--- config.mk ---
export PLATFORM = sky130hd
export DESIGN_NAME = crc_serial_engine
export DESIGN_NICKNAME = d
export VERILOG_FILES = /design/src/rtl/crc_serial_engine.sv
export SDC_FILE = /design/constraint.sdc
export NUM_CORES = 1
export LEC_CHECK = 0
export CAP_MARGIN = 20
export CORE_UTILIZATION = 40
export DETAILED_ROUTE_END_ITERATION = 16
export PLACE_DENSITY = 0.64
export SYNTH_ARGS = -nofsm -noshare
export SYNTH_HDL_FRONTEND = slang
export SYNTH_SLANG_ARGS = --single-unit
--- constraint.sdc ---
create_clock -name clk -period 2.15 [get_ports clk]
set_input_delay 0.215 -clock clk [delete_from_list [all_inputs] [get_ports clk]]
set_output_delay 0.215 -clock clk [all_outputs]
set_load 0.1 [all_outputs]
--- src/rtl/crc_serial_engine.sv ---
`default_nettype none
// ============================================================================
// crc_serial_engine : bit-serial Galois CRC, generate (LSB-first out) or check
// Revision 1.0
// ============================================================================
module crc_serial_engine #(
    parameter int               WIDTH = 8,
    parameter logic [WIDTH-2:0] POLY  = 7'h44,
    parameter logic [WIDTH-1:0] INIT  = 8'hD8,
    parameter int               CNT_W = 16
) (
    input  logic clk,
    input  logic reset,
    input  logic active,
    input  logic data,
    input  logic mode,
    output logic crc_out,
    output logic valid,
    output logic busy,
    output logic done,
    output logic crc_ok,
    output logic err
);

    localparam int               OC_W    = $clog2(WIDTH + 1);
    localparam logic [CNT_W-1:0] MIN_LEN = CNT_W'(WIDTH + 1);
    localparam logic [OC_W-1:0]  OC_LAST = OC_W'(WIDTH);

    typedef enum logic [1:0] {
        S_IDLE  = 2'd0,
        S_SHIFT = 2'd1,
        S_OUT   = 2'd2,
        S_CHECK = 2'd3
    } state_t;

    state_t            state_q, state_d;
    logic [WIDTH-1:0]  crc_q, crc_d;
    logic [CNT_W-1:0]  len_q, len_d;
    logic [OC_W-1:0]   oc_q, oc_d;
    logic              mode_q, mode_d;
    logic              ovf_q, ovf_d;
    logic              crc_out_q, crc_out_d;
    logic              valid_q, valid_d;
    logic              busy_q, busy_d;
    logic              done_q, done_d;
    logic              crc_ok_q, crc_ok_d;
    logic              err_q, err_d;

    logic              fb;
    logic [WIDTH-1:0]  crc_step;
    logic [WIDTH-1:0]  crc_drain;

    always_comb begin
        fb        = crc_q[0] ^ data;
        crc_step  = {fb, crc_q[WIDTH-1:1] ^ (POLY & {(WIDTH-1){fb}})};
        crc_drain = {1'b0, crc_q[WIDTH-1:1]};
    end

    always_comb begin
        state_d   = state_q;
        crc_d     = crc_q;
        len_d     = len_q;
        oc_d      = oc_q;
        mode_d    = mode_q;
        ovf_d     = ovf_q;
        crc_out_d = 1'b0;
        valid_d   = 1'b0;
        done_d    = 1'b0;
        crc_ok_d  = crc_ok_q;
        err_d     = err_q;

        case (state_q)
            S_IDLE: begin
                if (active) begin
                    crc_d   = crc_step;
                    mode_d  = mode;
                    len_d   = CNT_W'(1);
                    ovf_d   = 1'b0;
                    state_d = S_SHIFT;
                end
            end
            S_SHIFT: begin
                if (active) begin
                    crc_d = crc_step;
                    if (len_q == '1) begin
                        ovf_d = 1'b1;
                    end else begin
                        len_d = len_q + CNT_W'(1);
                    end
                end else if (mode_q) begin
                    state_d = S_CHECK;
                end else begin
                    // The frame-end edge already emits CRC bit 0.
                    crc_out_d = crc_q[0];
                    valid_d   = 1'b1;
                    crc_d     = crc_drain;
                    oc_d      = OC_W'(1);
                    state_d   = S_OUT;
                end
            end
            S_OUT: begin
                if (oc_q == OC_LAST) begin
                    done_d   = 1'b1;
                    crc_d    = INIT;
                    err_d    = ovf_q;
                    crc_ok_d = 1'b0;
                    oc_d     = '0;
                    state_d  = S_IDLE;
                end else begin
                    crc_out_d = crc_q[0];
                    valid_d   = 1'b1;
                    crc_d     = crc_drain;
                    oc_d      = oc_q + OC_W'(1);
                end
            end
            S_CHECK: begin
                crc_ok_d = (crc_q == '0) && (len_q >= MIN_LEN) && !ovf_q;
                err_d    = (len_q < MIN_LEN) || ovf_q;
                done_d   = 1'b1;
                crc_d    = INIT;
                state_d  = S_IDLE;
            end
            default: state_d = S_IDLE;
        endcase

        busy_d = (state_d == S_OUT) || (state_d == S_CHECK);
    end

    always_ff @(posedge clk or negedge reset) begin
        if (!reset) begin
            state_q   <= S_IDLE;
            crc_q     <= INIT;
            len_q     <= '0;
            oc_q      <= '0;
            mode_q    <= 1'b0;
            ovf_q     <= 1'b0;
            crc_out_q <= 1'b0;
            valid_q   <= 1'b0;
            busy_q    <= 1'b0;
            done_q    <= 1'b0;
            crc_ok_q  <= 1'b0;
            err_q     <= 1'b0;
        end else begin
            state_q   <= state_d;
            crc_q     <= crc_d;
            len_q     <= len_d;
            oc_q      <= oc_d;
            mode_q    <= mode_d;
            ovf_q     <= ovf_d;
            crc_out_q <= crc_out_d;
            valid_q   <= valid_d;
            busy_q    <= busy_d;
            done_q    <= done_d;
            crc_ok_q  <= crc_ok_d;
            err_q     <= err_d;
        end
    end

    assign crc_out = crc_out_q;
    assign valid   = valid_q;
    assign busy    = busy_q;
    assign done    = done_q;
    assign crc_ok  = crc_ok_q;
    assign err     = err_q;

endmodule
`default_nettype wire

==> results of run 1 <==
-- power groups by stage --
stage / registers (mW) / logic, mW / clock network [mW]
2_1_floorplan: 1.29 / 0.887 / 0
3_3_place_gp: 1.10 / 1.47 / 0
3_5_place_dp: 1.10 / 1.49 / 0
4_1_cts: 1.09 / 1.49 / 0.658
5_1_grt: 1.12 / 1.66 / 0.686
6_report: 1.09 / 1.50 / 0.651
-- area by class of cell --
cell class                 count  share of cell area (%)
clock buffer                   6                    3.23
clock inverter                 2                    1.47
inverter                      13                    1.91
multi-input combinational    182                    46.9
sequential                    37                    36.6
tap                           70                    3.43
timing repair buffer          21                    6.46
-- synthesized netlist by cell type, drive strengths merged, types with 3 or more instances --
library cell,n,area share (%)
nor4,6,1.7
nand2,27,4.6
mux2i,7,3.2
nand2b,5,1.4
and4,4,1.6
nand4,3,0.84
and3,3,0.84
ha,9,5.1
a2111oi,3,1.2
a21oi,14,3.2
a41oi,3,1.2
nand3b,4,1.4
a31oi,5,1.4
nor2,13,2.2
a211oi,6,2.0
dfstp,4,4.7
nor3,3,0.68
clkbuf,11,1.9
inv,13,2.2
or2,3,0.84
nand3,14,3.7
dfrtp,33,37
o21ai,16,3.6
-- worst paths after layout --
kind                                         end  depth (start not counted)  slack [ns]                 start
setup / recovery            len_q[7]$_DFFE_PN0P_                          6        0.08        busy$_DFF_PN0_
hold / removal                    busy$_DFF_PN0_                          2        0.36                 reset
setup reg to reg            len_q[7]$_DFFE_PN0P_                          6        0.08        busy$_DFF_PN0_
hold reg to reg             crc_q[3]$_DFFE_PN1P_                          2        0.49  crc_q[4]$_DFFE_PN1P_
max in group asynchronous  len_q[14]$_DFFE_PN0P_                          3        1.16                 reset
min in group clk            crc_q[3]$_DFFE_PN1P_                          2        0.49  crc_q[4]$_DFFE_PN1P_
-- state kept, by name, summed over array words and instances, names as in the netlist --
register  cells
len_q        16
crc_q         8
oc_q          4
busy          1
crc_ok        1
crc_out       1
done          1
err           1
mode_q        1
ovf_q         1
state_q       1
valid         1
-- cells in the final DEF, fill, tap and decap left out, types with 3 or more instances in the layout --
master           netlist  routed
a211oi_1               6       6
a21oi_1               14      14
dfrtp_1               33      32
nor2_1                13      13
buf_4                  0      16
nand2b_1               5       5
clkdlybuf4s50_1        0       3
and3_1                 3       3
inv_1                 13      13
o21ai_0               16      16
a31oi_1                5       5
nand3_1               13      13
nand3b_1               4       4
and4_1                 4       4
a41oi_1                3       3
nand4_1                3       3
dfstp_2                4       4
mux2i_1                7       7
nand2_1               27      27
nor3_1                 3       3
nor4_1                 6       6
or2_2                  3       3
clkbuf_8               0       6
ha_1                   9       9
-- layer usage --
metal	GRT usage [%]	vias to the layer above	part of all wire, %
li1	-	938	-
met1	26.3	908	52
met2	26.8	45	42
met3	3.83	11	3.8
met4	6.54	0	2.1
met5	0	-	0
-- logic make-up (layout without fill, tap and decap cells) --
family	Yosys count	after routing	share of synthesized area, %
AOI/OAI and AO/OA	66	66	19.8
xor gates and xnor gates	2	2	0.788
adders and majority gates	9	9	5.06
buffers and inverters	26	42	4.56
DFF	37	37	41.9
muxes	8	8	3.66
and+or+nand+nor	97	97	24.3
-- through the flow --
step                      instance area (um2)  worst slack [ns]  util [%]  total power [mW]
after global routing                     2550          -0.00373      48.8              3.47
after global placement                   2420             0.144      46.2              2.57
after detailed placement                 2420         -0.000462      46.2              2.59
final                                    2550            0.0816      48.8              3.24
after floorplan                          2230            0.0166         -              2.18
after CTS                                2550            0.0799      48.7              3.24
-- repair_timing --
item	in CTS	in global routing
hold buffers	1	0
hold endpoints to repair	11	0
resized for setup	1	1
pin swaps	0	0
endpoints found under the setup margin	1	1
==> impl_metrics.json, run 1 <==
{
  "grt_pass1_wl_um": 8550,
  "status": "completed",
  "cpMaxStageDelayCell": "dfrtp_4",
  "drt_wl_total_um": 5090,
  "clock-sinks": 37,
  "clk_pin_slew_worst_paths_ns": 0.08,
  "avgSynthCellArea_um2": 9.08,
  "fin_setup_tns_ns": 0,
  "drive_gt1_share_pct": 14.6,
  "rsz0062_at_grt": "yes",
  "pwr_density_cell_nw_per_um2": 1270,
  "cts_inserted_buffers": 5,
  "tightest_slew_ns": 0.573,
  "switching_share_pct": 43.8,
  "pwr-share-comb_pct": 46.2,
  "dp_hpwl_um": 3650,
  "max_freq_mhz": 483,
  "synthArstFlopShare_pct": 100,
  "final_cells": 331,
  "htreeDepth": 2,
  "routedWlPerCell_um": 15.4,
  "nFillCells": 484,
  "cts_tree": "yes",
  "hold_viol": 0,
  "multi_input_area_um2": 1200,
  "grt.overflow.total": 0,
  "layout.area.seq_um2": 935,
  "die_h_um": 76.6,
  "power_frac_clock_pct": 20.1,
  "finalCriticalPeriod_ns": 2.07,
  "drv_cap": 0,
  "ys.flop_type": "dfrtp_1",
  "final_max_slew_viol_count": 0,
  "cts_root_buf": "clkbuf_8",
  "netlist-cell-type-count": 54,
  "vias": 1902,
  "fp-row-count": 26,
  "ys_warn_count": 0,
  "critical_path.n_buffers_inverters": 1,
  "num_antenna_cells": 0,
  "fin_worst_skew_ns": 0.00280,
  "synth_cells": 245,
  "power.net_switching_mw": 1.42,
  "grt_pass1_vias": 1795,
  "fin_nets": 274,
  "power_frac_seq_pct": 33.7,
  "io_pins": 11,
  "place_inst": 322,
  "grt_antenna_before_repair": 0,
  "leakagePower_nw": 1.09,
  "path_class": "flip-flop to flip-flop",
  "drc": 0,
  "die_area_um2": 5860,
  "grt_usage_pct": 18.3,
  "fp.dieW_um": 76.6,
  "cpPeakStageDelay_ns": 0.51,
  "post_cts_buffers": 0,
  "setup_violations": 0,
  "end_kind": "flip-flop",
  "yosysSeqAreaShare_pct": 41.9,
  "crit_required_ns": 2.37,
  "initial_core_util_pct": 42.5,
  "synth_edf_count": 0,
  "grt_max_degree": 23,
  "path_delay_family": "compound AO/OA/AOI/OAI gates",
  "drtIter0Drc": 178,
  "ys_ff_latch": 37,
  "path_cells": "inv_1 > ha_1 > o21ai_0 > or2_2 > a2111oi_1 > mux2i_1",
  "clock_path_buffers": 2,
  "drtAntennaViolNets": 0,
  "syn-cell-area_um2": 2220,
  "routed_via_density": 5.75,
  "peakVddDrop_mv": 0.795,
  "slew_headroom_pct": 60.8,
  "min_period_over_period_pct": 96.2,
  "place.gp.congestion": 0.934,
  "area_growth_pct": 14.9,
  "hold_slack_ns": 0.363,
  "hold_class": "input port to async pin",
  "coreArea_um2": 5240,
  "drtPass1Iterations": 4,
  "synthesis.nets": 259,
  "p_int_mw": 1.82,
  "start_kind": "flip-flop",
  "cp_max_fo": 5,
  "portBuffers": 10,
  "worstSkewPairLatency_ns": 0.30,
  "critPathArrivalTime_ns": 2.29
}
(Power assumes the default switching activity.)
==> inputs of run 2 (changes only) <==
- SETUP_SLACK_MARGIN: default -> 0.5
==> run 2 against run 1 <==
  * Count of clock-buffer cells in the layout is 1 higher
  * Cell area is 20% higher
  * Flip-flop and latch count stayed put
  * Power is 16% higher
  * Wire length is 19% higher
  * Fmax is 20% higher
  * Worst setup slack better by 0.35 ns
  * Global-route usage is 3.0 points higher
  * Clock skew is 0.0013 ns higher
  * Worst hold slack better by 0.024 ns
  * Combinational power is 35% higher
  * Critical path type unchanged
  * Largest cell class unchanged
==> impl_metrics.json, run 2 (synthesized netlist as in run 1, its figures left out) <==
{
  "status": "completed",
  "tightest_slew_ns": 0.492,
  "fin_nets": 300,
  "p_int_mw": 2.10,
  "final_cells": 357,
  "setup_violations": 0,
  "io_pins": 11,
  "grt_usage_pct": 21.2,
  "start_kind": "flip-flop",
  "crit_start": "busy$_DFF_PN0_",
  "fp.dieW_um": 76.6,
  "cp_max_fo": 4,
  "peakVddDrop_mv": 0.861,
  "cts_tree": "yes",
  "hold_class": "input port to async pin",
  "finalCriticalPeriod_ns": 1.72,
  "layout.area.seq_um2": 941,
  "grt_pass1_vias": 2000,
  "hold_viol": 0,
  "dp_slack_ns": 0.200,
  "rsz0062_at_grt": "yes",
  "nFillCells": 426,
  "critPathArrivalTime_ns": 1.95,
  "drtPass1Iterations": 4,
  "clk_pin_slew_worst_paths_ns": 0.08,
  "grt_antenna_before_repair": 0,
  "globalRouteMet3Util_pct": 3.71,
  "portBuffers": 10,
  "routedWlPerCell_um": 16.9,
  "fp-row-count": 26,
  "grt.overflow.total": 0,
  "grt_max_degree": 21,
  "met1_usage_pct": 29.2,
  "drtAntennaViolNets": 0,
  "pwr_density_cell_nw_per_um2": 1220,
  "worstSkewPairLatency_ns": 0.30,
  "max_freq_mhz": 581,
  "pwr-share-comb_pct": 53.5,
  "largest-register": "len_q",
  "drc": 0,
  "slew_headroom_pct": 66.9,
  "cts_inserted_buffers": 5,
  "final_common_cell": "buf_4",
  "fin_setup_tns_ns": 0,
  "grt-busiest-layer": "met2",
  "routed_via_density": 5.90,
  "fin_worst_skew_ns": 0.00411,
  "r2r_start": "busy$_DFF_PN0_",
  "place_inst": 320,
  "final_cell_mix": "buf_4, dfrtp_1, nand2_1",
  "power_frac_seq_pct": 29.4,
  "min_period_over_period_pct": 80.1,
  "switching_share_pct": 44.2,
  "coreArea_um2": 5240,
  "end_kind": "flip-flop",
  "final_max_slew_viol_count": 0,
  "die_h_um": 76.6,
  "grt_pass1_wl_um": 9770,
  "num_antenna_cells": 0,
  "clock-sinks": 37,
  "power.net_switching_mw": 1.67,
  "htreeDepth": 2,
  "drtIter0Drc": 158,
  "cts_root_buf": "clkbuf_8",
  "path_class": "flip-flop to flip-flop",
  "clock_path_buffers": 2,
  "largest_reg_flops": 16,
  "die_area_um2": 5860,
  "initial_core_util_pct": 42.5,
  "place.gp.congestion": 0.899,
  "area_growth_pct": 38.4,
  "vias": 2108,
  "leakagePower_nw": 1.33,
  "grt_util_met2_pct": 32.9,
  "drt_wl_total_um": 6040,
  "power_frac_clock_pct": 17.1,
  "reg.largest.list": "len_q: 16 flops, crc_q: 8 flops, oc_q: 4 flops",
  "setup_ws_ns": 0.428,
  "drv_cap": 0,
  "dp_hpwl_um": 3770,
  "multi_input_area_um2": 1500,
  "crit_required_ns": 2.38,
  "drive_gt1_share_pct": 38.0
}
==> run 2: cell types whose count changed in the layout (fill, tap and decap cells not counted), sizes merged <==
cell      change
clkinvlp      -1
clkbuf        +1
buf          +26
==> run 2: what timing repair did <==
| action | 4_1_cts | 5_1_grt |
|---|---|---|
| resized for setup | 31 | 26 |
| hold buffers | 1 | 0 |
| cloned | 0 | 0 |
| endpoints found under the hold margin | 14 | 0 |
| setup endpoints to repair | 31 | 31 |
| buffers inserted | 21 | 7 |
| pin swaps | 12 | 10 |
==> run 2: per-layer routing <==
layer  share of wire, %  wire length [um]
met1                 46              2760
met4                1.6                94
met3                5.2               313
met5                  0                 0
met2                 48              2870
==> run 2: metrics by stage <==
stage / instance area [um2] / total power [mW] / utilization, % / hold slack, ns
floorplan: 2360 / 2.37 / - / -0.0806
global placement: 2490 / 2.67 / 47.5 / 0.174
detailed placement: 2490 / 2.69 / 47.5 / 0.173
CTS: 2910 / 3.63 / 55.5 / 0.385
global route: 3080 / 4.00 / 58.7 / 0.427
finish: 3080 / 3.77 / 58.7 / 0.386
==> run 2: layout make-up <==
type                            instances  area share (%)
Sequential cell                        37            30.6
Tap cell                               70            2.85
Timing Repair Buffer                   47            12.4
Clock inverter                          1           0.976
Clock buffer                            7            2.81
Multi-Input combinational cell        182            48.7
Inverter                               13            1.67
==> run 2: final timing paths <==
check	endpoint	slack (ns)	depth (start not counted)
worst max-delay path	len_q[11]$_DFFE_PN0P_	0.43	6
worst min-delay path	busy$_DFF_PN0_	0.39	2
worst max register to register	len_q[11]$_DFFE_PN0P_	0.43	6
worst min register to register	crc_q[3]$_DFFE_PN1P_	0.50	2
max in group asynchronous	crc_q[6]$_DFFE_PN1P_	1.19	3
min in group clk	crc_q[3]$_DFFE_PN1P_	0.50	2
==> run 2: power by group through the flow <==
stage	sequential [mW]	clock [mW]	combinational, mW
after floorplan	1.31	0	1.06
after global placement	1.12	0	1.56
after detailed placement	1.12	0	1.57
after CTS	1.10	0.649	1.89
after global routing	1.13	0.677	2.19
final	1.11	0.644	2.02
==> run 2: worst max-delay path, cell delays in order (launching register included) <==
cell,delay [ns]
dfrtp_4,0.49
inv_4,0.08
ha_4,0.17
o21ai_2,0.08
or2_4,0.29
or4_4,0.42
a21oi_2,0.12
==> inputs of run 3 (changes only) <==
- clock period: 2.15 -> 1.64 ns (I/O delays scaled with it)
==> run 3 against run 2 <==
  * The run now ends with negative setup slack left
  * Utilization is 6.6 points higher
  * Cell count is 9.5% higher
  * Worst setup slack worse by 0.56 ns
  * Critical path depth stayed put
  * Power is 47% higher
  * First-iteration DRC count is 4.4% higher
  * Clock skew is 0.0062 ns higher
  * Wire length is 5.6% higher
  * Flip-flop and latch count stayed put
  * Critical path type unchanged
  * Critical endpoint unchanged
  * Largest cell class unchanged
==> impl_metrics.json, run 3 (synthesized netlist as in run 1, its figures left out) <==
{
  "status": "finished, violations left",
  "violations": "negative setup slack",
  "cts_tree": "yes",
  "drtIter0Drc": 165,
  "reg2reg_depth": 6,
  "min_period_over_period_pct": 108,
  "cpPeakStageDelay_ns": 0.50,
  "wl_met3_um": 234,
  "cpMaxStageDelayCell": "dfrtp_4",
  "setup_violations": 16,
  "grt_pass1_vias": 2036,
  "worstSkewPairLatency_ns": 0.30,
  "dpl-instance-area_um2": 2930,
  "grt_pass1_wl_um": 10000,
  "grt_max_degree": 38,
  "grt.overflow.total": 0,
  "routedWlPerCell_um": 16.3,
  "routed_via_density": 5.65,
  "r2r_start": "busy$_DFF_PN0_",
  "rsz0062_at_grt": "yes",
  "path_delay_family": "simple AND/OR/NAND/NOR gates",
  "pwr_density_cell_nw_per_um2": 1620,
  "hold_class": "input port to async pin",
  "drc": 0,
  "fin_nets": 334,
  "final_cells": 391,
  "design_area_um2": 3420,
  "critPathArrivalTime_ns": 2.00,
  "clk_pin_slew_worst_paths_ns": 0.08,
  "drtAntennaViolNets": 0,
  "reg.largest.list": "len_q: 16 flops, crc_q: 8 flops, oc_q: 4 flops",
  "cts_root_buf": "clkbuf_8",
  "finalCriticalPeriod_ns": 1.77,
  "crit_required_ns": 1.87,
  "p_int_mw": 3.23,
  "leakagePower_nw": 1.51,
  "final_max_slew_viol_count": 0,
  "drv_cap": 0,
  "max_freq_mhz": 565,
  "die_area_um2": 5860,
  "dp_hpwl_um": 4180,
  "tightest_slew_ns": 0.478,
  "htreeDepth": 2,
  "hold_viol": 0,
  "io_pins": 11,
  "fp.dieW_um": 76.6,
  "pwr-share-comb_pct": 59.7,
  "clock-sinks": 37,
  "switching_share_pct": 41.7,
  "grt_antenna_before_repair": 0,
  "power.net_switching_mw": 2.31,
  "area_growth_pct": 53.9,
  "fin_worst_skew_ns": 0.0103,
  "clock_path_buffers": 2,
  "slew_headroom_pct": 68.0,
  "drive_gt1_share_pct": 44.5,
  "grt_usage_pct": 21.5,
  "path_cells": "inv_6 > ha_4 > o21ai_2 > or2_4 > or4_4 > a21oi_2",
  "drt-met1-wl_um": 2850,
  "drt_wl_total_um": 6380,
  "timing.rr.end": "len_q[11]$_DFFE_PN0P_",
  "vias": 2210,
  "cp_max_fo": 4,
  "end_kind": "flip-flop",
  "power_frac_seq_pct": 26.0,
  "path_class": "flip-flop to flip-flop",
  "largest-register": "len_q",
  "critical_path.n_buffers_inverters": 1,
  "met2_wirelength_um": 3190,
  "final_cell_mix": "buf_4, dfrtp_1, nand2_1",
  "cts_inserted_buffers": 5,
  "num_antenna_cells": 0,
  "largest_reg_flops": 16,
  "portBuffers": 10,
  "power_frac_clock_pct": 14.3,
  "dp_slack_ns": -0.205,
  "final_common_cell": "buf_4",
  "place.gp.congestion": 0.878,
  "routed.top_layer": "met4",
  "r2r_slack_ns": -0.13,
  "initial_core_util_pct": 42.5,
  "setup_ws_ns": -0.129,
  "die_h_um": 76.6,
  "drtPass1Iterations": 4,
  "start_kind": "flip-flop",
  "fp-row-count": 26,
  "coreArea_um2": 5240,
  "place_inst": 366,
  "peakVddDrop_mv": 1.52
}
## run 3: cell types whose count changed in the layout (fill, tap and decap cells not counted), moves of 3 or more
cell     change
buf_12       +8
buf_4       +19
buf_6        +6
dfrtp_1      +5
dfrtp_2      -5
ha_2         +3
o21ai_0      -7
o21ai_1      +5
## run 3: timing repair
item	in CTS	in global routing
endpoints found under the setup margin	38	38
pin swaps	15	11
resized for setup	36	29
hold endpoints to repair	33	0
hold buffers	1	0
gates cloned	0	1
buffers inserted	4	11
## run 3: worst max-delay path by stage
stage / startpoint / endpoint / slack [ns] / depth (start not counted)
finish: busy$_DFF_PN0_ / len_q[11]$_DFFE_PN0P_ / -0.13 / 6
CTS: busy$_DFF_PN0_ / len_q[11]$_DFFE_PN0P_ / -0.12 / 6
detailed placement: active / len_q[11]$_DFFE_PN0P_ / -0.20 / 5
global placement: active / len_q[11]$_DFFE_PN0P_ / -0.14 / 5
floorplan: busy$_DFF_PN0_ / len_q[11]$_DFFE_PN0P_ / -0.27 / 7
global route: busy$_DFF_PN0_ / len_q[6]$_DFFE_PN0P_ / -0.18 / 6
## run 3: layer usage
metal	up-vias	global-route usage [%]
met5	-	0
met4	0	5.77
met3	14	3.59
met2	48	35.0
met1	1089	29.3
li1	1059	-
## run 3: tightest hold or removal path, delay by kind of cell
kind	cells	cell delay, ns
buffers and inverters	3	0.86
## run 3: power groups by stage
| stage | clock network, mW | registers (mW) | logic, mW |
|---|---|---|---|
| 2_1_floorplan | 0 | 1.71 | 1.40 |
| 3_3_place_gp | 0 | 1.42 | 2.51 |
| 3_5_place_dp | 0 | 1.43 | 2.55 |
| 4_1_cts | 0.796 | 1.43 | 2.81 |
| 5_1_grt | 0.835 | 1.47 | 3.56 |
| 6_report | 0.791 | 1.44 | 3.30 |
## run 3: area by class of cell
class | instances | area, um2
Inverter | 13 | 53.8
Sequential cell | 37 | 935
Clock inverter | 2 | 35.0
Multi-Input combinational cell | 182 | 1480
Clock buffer | 6 | 72.6
Tap cell | 70 | 87.6
Timing Repair Buffer | 81 | 758
Fill cell | 419 | 1820
## run 3: through the flow
step	util [%]	total power [mW]	hold WS [ns]	setup TNS, ns
after floorplan	-	3.12	-0.132	-2.32
after global placement	55.9	3.93	0.148	-0.907
after detailed placement	55.9	3.98	0.149	-1.33
after CTS	61.2	5.04	0.367	-1.04
after global routing	65.3	5.87	0.391	-2.56
final	65.3	5.54	0.360	-0.946
